File: src/rtl/snake_body_engine_if.sv
// Bundles the snake engine's control inputs, renderer query and status outputs.
// The master drives the controls and query; the engine is the slave.
interface snake_body_engine_if #(
  parameter int X_W   = 5,
  parameter int Y_W   = 5,
  parameter int LEN_W = 5
);
  logic [1:0]       move_direction;
  logic             step_tick;
  logic             grow;
  logic [X_W-1:0]   query_x;
  logic [Y_W-1:0]   query_y;
  logic             query_hit;
  logic             query_head;
  logic [X_W-1:0]   head_x;
  logic [Y_W-1:0]   head_y;
  logic [LEN_W-1:0] length;
  logic [1:0]       cur_dir;
  logic             game_over;

  modport master (
    output move_direction, step_tick, grow, query_x, query_y,
    input  query_hit, query_head, head_x, head_y, length, cur_dir, game_over
  );

  modport slave (
    input  move_direction, step_tick, grow, query_x, query_y,
    output query_hit, query_head, head_x, head_y, length, cur_dir, game_over
  );
endinterface

File: src/rtl/snake_body_engine.sv
// Snake body as a segment shift buffer: steering filter, growth, wall/self
// collision detection and a combinational per-cell occupancy query.
module snake_body_engine #(
  parameter int GRID_W   = 32,
  parameter int GRID_H   = 24,
  parameter int X_W      = 5,
  parameter int Y_W      = 5,
  parameter int MAX_LEN  = 16,
  parameter int INIT_LEN = 3,
  parameter int LEN_W    = $clog2(MAX_LEN + 1)
) (
  input logic                clk,
  input logic                reset,
  snake_body_engine_if.slave bus
);

  typedef enum logic [0:0] {
    ST_RUN  = 1'b0,
    ST_DEAD = 1'b1
  } state_t;

  localparam logic [1:0] DIR_LEFT  = 2'd0;
  localparam logic [1:0] DIR_UP    = 2'd1;
  localparam logic [1:0] DIR_RIGHT = 2'd2;
  localparam logic [1:0] DIR_DOWN  = 2'd3;

  state_t           state_q, state_d;
  logic [X_W-1:0]   seg_x_q [MAX_LEN];
  logic [X_W-1:0]   seg_x_d [MAX_LEN];
  logic [Y_W-1:0]   seg_y_q [MAX_LEN];
  logic [Y_W-1:0]   seg_y_d [MAX_LEN];
  logic [LEN_W-1:0] length_q, length_d;
  logic [1:0]       cur_dir_q, cur_dir_d;
  logic             grow_pend_q, grow_pend_d;

  logic [1:0]       filt_dir_s;
  logic             wall_s;
  logic             self_hit_s;
  logic             grow_eff_s;
  logic [LEN_W-1:0] self_lim_s;
  logic [X_W-1:0]   next_x_s;
  logic [Y_W-1:0]   next_y_s;
  logic             query_hit_s;

  function automatic logic [X_W-1:0] init_x(input int idx);
    if (idx < INIT_LEN) begin
      return X_W'(GRID_W / 2 - idx);
    end else begin
      return {X_W{1'b0}};
    end
  endfunction

  // Steering filter, next head cell and collision detection for a step.
  always_comb begin
    filt_dir_s = bus.move_direction;
    wall_s     = 1'b0;
    self_hit_s = 1'b0;
    next_x_s   = seg_x_q[0];
    next_y_s   = seg_y_q[0];
    if (bus.move_direction == (cur_dir_q ^ 2'd2)) begin
      filt_dir_s = cur_dir_q;
    end else begin
      filt_dir_s = bus.move_direction;
    end
    // Wall test uses the current coordinate so no wrapped value is ever judged.
    case (filt_dir_s)
      DIR_LEFT: begin
        wall_s   = (seg_x_q[0] == {X_W{1'b0}});
        next_x_s = seg_x_q[0] - X_W'(1);
      end
      DIR_UP: begin
        wall_s   = (seg_y_q[0] == {Y_W{1'b0}});
        next_y_s = seg_y_q[0] - Y_W'(1);
      end
      DIR_RIGHT: begin
        wall_s   = (seg_x_q[0] == X_W'(GRID_W - 1));
        next_x_s = seg_x_q[0] + X_W'(1);
      end
      DIR_DOWN: begin
        wall_s   = (seg_y_q[0] == Y_W'(GRID_H - 1));
        next_y_s = seg_y_q[0] + Y_W'(1);
      end
      default: begin
        wall_s = 1'b1;
      end
    endcase
    // A saturated growth does not keep the tail, so it moves like a plain step.
    grow_eff_s = (grow_pend_q | bus.grow) & (length_q < LEN_W'(MAX_LEN));
    if (grow_eff_s) begin
      self_lim_s = length_q - LEN_W'(1);
    end else begin
      self_lim_s = length_q - LEN_W'(2);
    end
    for (int i = 1; i < MAX_LEN; i++) begin
      if ((LEN_W'(i) <= self_lim_s) && (seg_x_q[i] == next_x_s) &&
          (seg_y_q[i] == next_y_s)) begin
        self_hit_s = 1'b1;
      end else begin
        self_hit_s = self_hit_s;
      end
    end
  end

  // Run/dead state machine and body, length, direction and growth updates.
  always_comb begin
    state_d     = state_q;
    seg_x_d     = seg_x_q;
    seg_y_d     = seg_y_q;
    length_d    = length_q;
    cur_dir_d   = cur_dir_q;
    grow_pend_d = grow_pend_q;
    case (state_q)
      ST_RUN: begin
        if (bus.step_tick) begin
          if (wall_s | self_hit_s) begin
            state_d = ST_DEAD;
          end else begin
            for (int i = 1; i < MAX_LEN; i++) begin
              seg_x_d[i] = seg_x_q[i-1];
              seg_y_d[i] = seg_y_q[i-1];
            end
            seg_x_d[0]  = next_x_s;
            seg_y_d[0]  = next_y_s;
            cur_dir_d   = filt_dir_s;
            grow_pend_d = 1'b0;
            if (grow_eff_s) begin
              length_d = length_q + LEN_W'(1);
            end else begin
              length_d = length_q;
            end
          end
        end else if (bus.grow) begin
          grow_pend_d = 1'b1;
        end else begin
          grow_pend_d = grow_pend_q;
        end
      end
      ST_DEAD: begin
        state_d = ST_DEAD;
      end
      default: begin
        state_d = ST_DEAD;
      end
    endcase
  end

  // State registers with the centred horizontal starting body on reset.
  always_ff @(posedge clk or negedge reset) begin
    if (!reset) begin
      state_q     <= ST_RUN;
      length_q    <= LEN_W'(INIT_LEN);
      cur_dir_q   <= DIR_RIGHT;
      grow_pend_q <= 1'b0;
      for (int i = 0; i < MAX_LEN; i++) begin
        seg_x_q[i] <= init_x(i);
        seg_y_q[i] <= (i < INIT_LEN) ? Y_W'(GRID_H / 2) : {Y_W{1'b0}};
      end
    end else begin
      state_q     <= state_d;
      length_q    <= length_d;
      cur_dir_q   <= cur_dir_d;
      grow_pend_q <= grow_pend_d;
      for (int i = 0; i < MAX_LEN; i++) begin
        seg_x_q[i] <= seg_x_d[i];
        seg_y_q[i] <= seg_y_d[i];
      end
    end
  end

  // Occupancy query; entries at or beyond the live length are stale.
  always_comb begin
    query_hit_s = 1'b0;
    for (int i = 0; i < MAX_LEN; i++) begin
      if ((LEN_W'(i) < length_q) && (seg_x_q[i] == bus.query_x) &&
          (seg_y_q[i] == bus.query_y)) begin
        query_hit_s = 1'b1;
      end else begin
        query_hit_s = query_hit_s;
      end
    end
  end

  assign bus.query_hit  = query_hit_s;
  assign bus.query_head = (seg_x_q[0] == bus.query_x) && (seg_y_q[0] == bus.query_y);
  assign bus.head_x     = seg_x_q[0];
  assign bus.head_y     = seg_y_q[0];
  assign bus.length     = length_q;
  assign bus.cur_dir    = cur_dir_q;
  assign bus.game_over  = (state_q == ST_DEAD);

endmodule

File: src/flat_wrapper.sv
// flat-port wrapper written by rule: the top's interface ports become plain ports
module snake_body_engine_flat 
#(
  parameter int GRID_W   = 32,
  parameter int GRID_H   = 24,
  parameter int X_W      = 5,
  parameter int Y_W      = 5,
  parameter int MAX_LEN  = 16,
  parameter int INIT_LEN = 3,
  parameter int LEN_W    = $clog2(MAX_LEN + 1)
)
  (clk, reset, bus_move_direction, bus_step_tick, bus_grow, bus_query_x, bus_query_y, bus_query_hit, bus_query_head, bus_head_x, bus_head_y, bus_length, bus_cur_dir, bus_game_over);
  snake_body_engine_if #(.X_W(X_W), .Y_W(Y_W), .LEN_W(LEN_W)) bus_i ();
  input logic clk;
  input logic reset;
  input wire logic [$bits(bus_i.move_direction)-1:0] bus_move_direction;
  input wire logic [$bits(bus_i.step_tick)-1:0] bus_step_tick;
  input wire logic [$bits(bus_i.grow)-1:0] bus_grow;
  input wire logic [$bits(bus_i.query_x)-1:0] bus_query_x;
  input wire logic [$bits(bus_i.query_y)-1:0] bus_query_y;
  output wire logic [$bits(bus_i.query_hit)-1:0] bus_query_hit;
  output wire logic [$bits(bus_i.query_head)-1:0] bus_query_head;
  output wire logic [$bits(bus_i.head_x)-1:0] bus_head_x;
  output wire logic [$bits(bus_i.head_y)-1:0] bus_head_y;
  output wire logic [$bits(bus_i.length)-1:0] bus_length;
  output wire logic [$bits(bus_i.cur_dir)-1:0] bus_cur_dir;
  output wire logic [$bits(bus_i.game_over)-1:0] bus_game_over;
  assign bus_i.move_direction = bus_move_direction;
  assign bus_i.step_tick = bus_step_tick;
  assign bus_i.grow = bus_grow;
  assign bus_i.query_x = bus_query_x;
  assign bus_i.query_y = bus_query_y;
  assign bus_query_hit = bus_i.query_hit;
  assign bus_query_head = bus_i.query_head;
  assign bus_head_x = bus_i.head_x;
  assign bus_head_y = bus_i.head_y;
  assign bus_length = bus_i.length;
  assign bus_cur_dir = bus_i.cur_dir;
  assign bus_game_over = bus_i.game_over;
  snake_body_engine #(.GRID_W(GRID_W), .GRID_H(GRID_H), .X_W(X_W), .Y_W(Y_W), .MAX_LEN(MAX_LEN), .INIT_LEN(INIT_LEN), .LEN_W(LEN_W)) u_core (.clk(clk), .reset(reset), .bus(bus_i));
endmodule
File: config.mk
export PLATFORM = sky130hd
export DESIGN_NAME = snake_body_engine_flat
export DESIGN_NICKNAME = d
export VERILOG_FILES = /design/src/rtl/snake_body_engine_if.sv /design/src/rtl/snake_body_engine.sv /design/src/flat_wrapper.sv
export SDC_FILE = /design/constraint.sdc
export NUM_CORES = 1
export LEC_CHECK = 0
export CORE_MARGIN = 3
export CORE_UTILIZATION = 63
export DETAILED_ROUTE_END_ITERATION = 10
export PLACE_DENSITY = 0.85
export SYNTH_ARGS = -nofsm -noshare
export SYNTH_HDL_FRONTEND = slang
export SYNTH_SLANG_ARGS = --single-unit
export TNS_END_PERCENT = 30
File: constraint.sdc
create_clock -name clk -period 6.07 [get_ports clk]
set_clock_uncertainty 0.1 [all_clocks]
set_input_delay 0.9105 -clock clk [delete_from_list [all_inputs] [get_ports clk]]
set_output_delay 0.9105 -clock clk [all_outputs]
set_load 0.005 [all_outputs]
# [Word level (Yosys, flattened, before mapping)]
# Index checks and enable logic that the tools add are counted.
[classes] mux=42 reduce_logical=70 n_addsub=7 n_eq_ne=69 bitwise=6 n_lt_le_gt_ge=32
[op_table] op="5-bit == test" count=62
[op_table] op="1-bit logical AND" count=63
[op_table] op="4-bit by 5-bit <= comparator with 1-bit output (first input constant)" count=8
[op_table] op="4-bit by 5-bit < comparator with 1-bit output (first input constant)" count=8
[op_table] op="1-bit 2-to-1 mux" count=36
[op_table] op="3-bit by 5-bit <= comparator with 1-bit output (first input constant)" count=4
[op_table] op="3-bit by 5-bit < comparator with 1-bit output (first input constant)" count=4
[op_table] op="5-bit case mux with 2 select lines" count=2
[op_table] op="5-bit by 1-bit adder with 5-bit output (second input constant)" count=3
[op_table] op="5-bit by 1-bit subtractor with 5-bit output (second input constant)" count=3
[op_table] op="5-bit == test (second input constant)" count=2
[op_table] op="2-bit by 5-bit <= comparator with 1-bit output (first input constant)" count=2
[op_table] op="5-bit logical NOT" count=2
[op_table] op="1-bit by 5-bit < comparator with 1-bit output (first input constant)" count=2
[op_table] op="2-bit by 5-bit < comparator with 1-bit output (first input constant)" count=2
[op_table] op="3-bit AND reduction" count=2
[op_table] op="1-bit by 5-bit <= comparator with 1-bit output (first input constant)" count=1
[op_table] op="5-bit < comparator (second input constant)" count=1
[op_table] op="5-bit 2-to-1 mux" count=1
[op_table] op="5-bit by 2-bit subtractor with 5-bit output (second input constant)" count=1
[op_table] op="2-bit == test (second input constant)" count=2
[op_table] op="1-bit case mux with 4 select lines" count=1
[op_table] op="4-bit AND reduction" count=1
[op_table] op="1-bit NOT" count=3
[op_table] op="9 further kinds" count=10
[word_totals] out_inout_bits=20 input_bits=16 elab_cells=262 regBits=169

# [Longest topological paths before layout]
[logic_depth] depth_word=27 depth_mapped=22 depth_no_buf=15

# [Worst setup path before layout]
# Ideal clock, no wire load.
[synth_path] kind="input port to flip-flop" startpoint="input port bus_move_direction[0]" endpoint="register u_core.seg_y_q, in the netlist u_core.bus.head_y[1]" required_ps=5845 stages=20 n_path_buf=8 arrival_time_ps=5231 slack_ps=614 setup_ps=125 path_cell_list="buf_6 > buf_2 > clkbuf_1 > buf_1 > or2_2 > inv_1 > fa_1 > clkbuf_1 > xor2_1 > a31oi_1 > or4_1 > a2111oi_0 > o211ai_1 > and4_1 > nand4_4 > or3_1 > buf_2 > buf_8 > buf_12 > mux2_4"
[synth_between] elab_chain_cells=25 word_cells_on_any_way=87 cone_classes="eq/ne (34); mux (19); bitwise (2); reduce/logical (32)"
[synth_lines] element="start: declaration" line="flat_wrapper.sv:16" source="input wire logic [$bits(bus_i.move_direction)-1:0] bus_move_direction;"
[synth_lines] element="2-bit == test" line="snake_body_engine.sv:60" source="if (bus.move_direction == (cur_dir_q ^ 2'd2)) begin"
[synth_lines] element="2-bit 2-to-1 mux *" line="snake_body_engine.sv:60"
[synth_lines] element="2-bit == test / 2-bit logical NOT (equally long branches)" line="snake_body_engine.sv:66" source="case (filt_dir_s)"
[synth_lines] element="5-bit case mux with 2 select lines" line="snake_body_engine.sv:66"
[synth_lines] element="5-bit == test" line="snake_body_engine.sv:95" source="if ((LEN_W'(i) <= self_lim_s) && (seg_x_q[i] == next_x_s) &&"
[synth_lines] element="1-bit logical AND (2 in series)" line="snake_body_engine.sv:95"
[synth_lines] element="1-bit 2-to-1 mux (15 in series)" line="snake_body_engine.sv:95"
[synth_lines] element="1-bit bitwise OR" line="snake_body_engine.sv:115" source="if (wall_s | self_hit_s) begin"
[synth_lines] element="1-bit NOT (no source line)"
[synth_lines] element="3-bit AND reduction (no source line)"
[synth_lines] element="end signal: indexed assignment" line="snake_body_engine.sv:156" source="seg_y_q[i] <= (i < INIT_LEN) ? Y_W'(GRID_H / 2) : {Y_W{1'b0}};"
[synth_lines] element="end signal: indexed assignment" line="snake_body_engine.sv:165" source="seg_y_q[i] <= seg_y_d[i];"
[synth_lines] element="end: declaration" line="snake_body_engine.sv:30" source="logic [Y_W-1:0] seg_y_q [MAX_LEN];"
# Mark *: on every way between the ends. The rest lies on a longest branch, timed or not.
# A chain may end at the register's enable or synchronous reset.

# [Worst setup path after layout]
[layout_path] startpoint="input port bus_move_direction[0]" endpoint="register u_core.seg_y_q[11] (netlist bit)"
[layout_between] elab_chain_cells=25 word_cells_on_any_way=87 cone_classes="eq/ne (34); mux (19); bitwise (2); reduce/logical (32)"
[layout_lines] element="2-bit == test" line="snake_body_engine.sv:60"
[layout_lines] element="2-bit 2-to-1 mux *" line="snake_body_engine.sv:60"
[layout_lines] element="2-bit == test / 2-bit logical NOT (equally long branches)" line="snake_body_engine.sv:66"
[layout_lines] element="5-bit case mux with 2 select lines" line="snake_body_engine.sv:66"
[layout_lines] element="5-bit == test" line="snake_body_engine.sv:95"
[layout_lines] element="1-bit logical AND (2 in series)" line="snake_body_engine.sv:95"
[layout_lines] element="1-bit 2-to-1 mux (15 in series)" line="snake_body_engine.sv:95"
[layout_lines] element="1-bit bitwise OR *" line="snake_body_engine.sv:115"
[layout_lines] element="1-bit NOT (no source line) *"
[layout_lines] element="3-bit AND reduction (no source line) *"
# Marks and branches as above.

==> flow_summary.json <==
{
  "drtIter0Drc": 1231,
  "hpwl_mm": 24.4,
  "netlist_instances": 1129,
  "ys_ff_latch": 169,
  "start_util_pct": 64.7,
  "hold_start": "u_core.bus.cur_dir[1]",
  "worst_hold_path_type": "reg -> reg",
  "track_usage_pct": 31.7,
  "die_y_microns": 148,
  "hold_ws_ns": 0.388,
  "area_growth_pct": 10.1,
  "crit_path_start": "bus_move_direction[0]",
  "synth_top_area_cell": "dfrtp_1",
  "fin_util_pct": 71.2,
  "io_buffers": 35,
  "cts_inserted_buffers": 17,
  "root_buffer": "clkbuf_16",
  "clk_pin_slew_ns": 0.07,
  "via_per_inst": 6.47,
  "ys_seq_area_share_pct": 33.5,
  "hold_viol": 0,
  "rsz0062_at_grt": "false",
  "cp_max_fo": 34,
  "finalCritPeriodShare_pct": 96.2,
  "synthesis.nets": 1162,
  "power_leakage_uw": 0.00636,
  "firstDrtPassIters": 5,
  "period_needed_ns": 5.84,
  "crit_path_max_incr_delay_ns": 0.60,
  "dp.cells": 1396,
  "cts_tree": "yes",
  "rows": 51,
  "critical_path_required_ns": 6.29,
  "antenna_cells": 0,
  "crit_type": "in -> reg",
  "status": "finished, final reports clean",
  "synth_area_sq_um": 12700,
  "ios": 36,
  "setup_viol": 0,
  "nets": 1183,
  "drv_cap": 0,
  "fill_cells": 1395,
  "grt_max_degree": 123,
  "drive_above_1_share_pct": 24.1,
  "dieArea_sq_um": 21900,
  "totalWireLength_mm": 34.2,
  "maxSlewHeadroom_pct": 25.9,
  "fin_area_sq_um": 13900,
  "die_w_microns": 148,
  "endpoint_kind": "flip-flop",
  "ant_nets": 0,
  "final_common_cell": "xnor2_1",
  "tightest_slew_ns": 1.11,
  "cp_top_family": "buffers and inverters",
  "layout_common_cells": "193 x xnor2_1, 152 x dfrtp_1, 145 x xor2_1, 125 x mux2_4, 48 x nor3_1",
  "synth_ff_type": "dfrtp_1",
  "core_sq_um": 19600,
  "grt_pass1_vias": 9383,
  "syn_area_per_cell_sq_um": 11.2,
  "synth_edf_count": 0,
  "post_drt_wl_per_cell_microns": 24.0,
  "netlist.area_leader.share_pct": 30.0,
  "grt_pass1_wl_mm": 53.4,
  "finalPower_uw": 2630,
  "post_cts_buffers": 0,
  "cts.path.max_buffers": 2,
  "fmax_ghz": 0.171,
  "cts_max_level": 4,
  "hold_buffers": 0,
  "path_cells": "clkdlybuf4s50_1 -> buf_4 -> buf_4 -> or2_2 -> inv_1 -> fa_1 -> buf_12 -> xor2_1 -> a31oi_1 -> or4_1 -> a2111oi_0 -> o211ai_1 -> and4_1 -> nand4_4 -> or3_4 -> buf_12 -> buf_12 -> mux2_4",
  "cts.repair.resized": 0,
  "antenna_found_initial": 0,
  "ir_drop_mv": 0.176,
  "drc_errors": 0,
  "synthArstFlopShare_pct": 100,
  "p_per_area_nw_per_um2": 189,
  "ys_types": 79,
  "via_count": 9234,
  "worstPathArrival_ns": 6.06,
  "yosysWarnings": 0,
  "overflow": 0,
  "final_cell_count_no_fill": 1428,
  "worst_path_most_repeated_cell": "buf_12",
  "cpMaxStageDelayCell": "fa_1",
  "synthTopCellsByArea": "dfrtp_1 30%, mux2_4 15%, xnor2_1 13%, xor2_1 10%, dfstp_2 3.5%",
  "routabilityCongestion": 1.03,
  "clock-sinks": 169,
  "timing.rr.start": "u_core.bus.cur_dir[0]",
  "slew_viol_final": 0,
  "start_kind": "input pin",
  "path_buf_inv": 7,
  "place_area_sq_um": 13300,
  "clk_latency_ns": 0.45
}
==> cell families after synthesis <==
family / after synthesis / share of synthesized area (%)
compound gates: 121 / 6.66
xor+xnor: 348 / 24.9
fa+ha+maj: 17 / 1.80
buf+inv: 107 / 5.54
flops: 169 / 33.5
mux: 166 / 18.5
simple gates: 201 / 9.02
==> cell type report <==
class | instances | area, sq um | area share, %
Tap cell | 265 | 332 | 2.38
Multi-Input combinational cell | 853 | 7740 | 55.5
Clock inverter | 10 | 165 | 1.18
Inverter | 20 | 75.1 | 0.538
Sequential cell | 169 | 4250 | 30.5
Timing Repair Buffer | 89 | 907 | 6.50
Clock buffer | 22 | 474 | 3.40
==> synth_stat cells (all sizes together) (3+ instances only) <==
master / count
a2111oi: 5
a211oi: 3
a21boi: 8
a21oi: 21
a31oi: 32
and3: 3
buf: 61
clkbuf: 26
dfrtp: 152
dfstp: 17
ha: 15
inv: 19
mux2: 155
mux2i: 11
nand2: 20
nand2b: 4
nand3: 7
nand4: 28
nor2: 24
nor2b: 4
nor3: 50
nor4: 35
o2111ai: 4
o211ai: 5
o21ai: 19
o22ai: 3
o311ai: 3
or3: 6
or4: 8
xnor2: 196
xnor3: 6
xor2: 146
==> registers in the layout, indices dropped and copies added, names as in the netlist <==
signal and cells:
u_core.seg_y_q 75, u_core.bus.game_over 1, u_core.bus.cur_dir 2, u_core.bus.length 5, u_core.bus.head_x 5, u_core.seg_x_q 75
u_core.bus.head_y 5, u_core.grow_pend_q 1
==> power breakdown <==
group	switching (uW)	internal, uW	leakage [uW]
clock network	479	724	0.000303
logic	185	116	0.00379
registers	0	1130	0.00226
total	664	1970	0.00636
==> worst register-to-register path, delay by kind of cell, from the launching register on <==
| kind | cells | cell delay (ns) |
|---|---|---|
| and+or+nand+nor | 5 | 1.29 |
| buffers and inverters | 5 | 0.94 |
| AOI/OAI and AO/OA | 3 | 0.91 |
| adders and majority gates | 1 | 0.60 |
| muxes | 2 | 0.55 |
| DFF | 1 | 0.42 |
| xor gates and xnor gates | 2 | 0.36 |
==> final timing paths <==
check | to | slack, ns | cells past startpoint
max | u_core.seg_y_q[11] | 0.23 | 18
min | u_core.bus.cur_dir[1] | 0.39 | 2
max reg2reg | u_core.seg_y_q[11] | 0.78 | 18
min reg2reg | u_core.bus.cur_dir[1] | 0.39 | 2
max in group asynchronous | u_core.seg_y_q[33] | 4.01 | 2
min in group asynchronous | u_core.seg_y_q[16] | 0.57 | 1
==> metrics by stage <==
stage / setup WS [ns] / TNS [ns]
floorplan: 0.614 / 0
global placement: -0.0875 / -4.42
detailed placement: -0.184 / -13.07
CTS: 0.256 / 0
global route: 0.0772 / 0
finish: 0.230 / 0
==> metal layers <==
| layer | GRT usage (%) | part of all wire [%] | routed length (microns) | up-vias |
|---|---|---|---|---|
| li1 | - | - | - | 4010 |
| met1 | 41.2 | 40 | 13800 | 4544 |
| met2 | 50.4 | 47 | 15900 | 542 |
| met3 | 6.32 | 7.8 | 2670 | 138 |
| met4 | 17.0 | 5.3 | 1830 | 0 |
| met5 | 0 | 0 | 0 | - |
(Power assumes the default switching activity.)
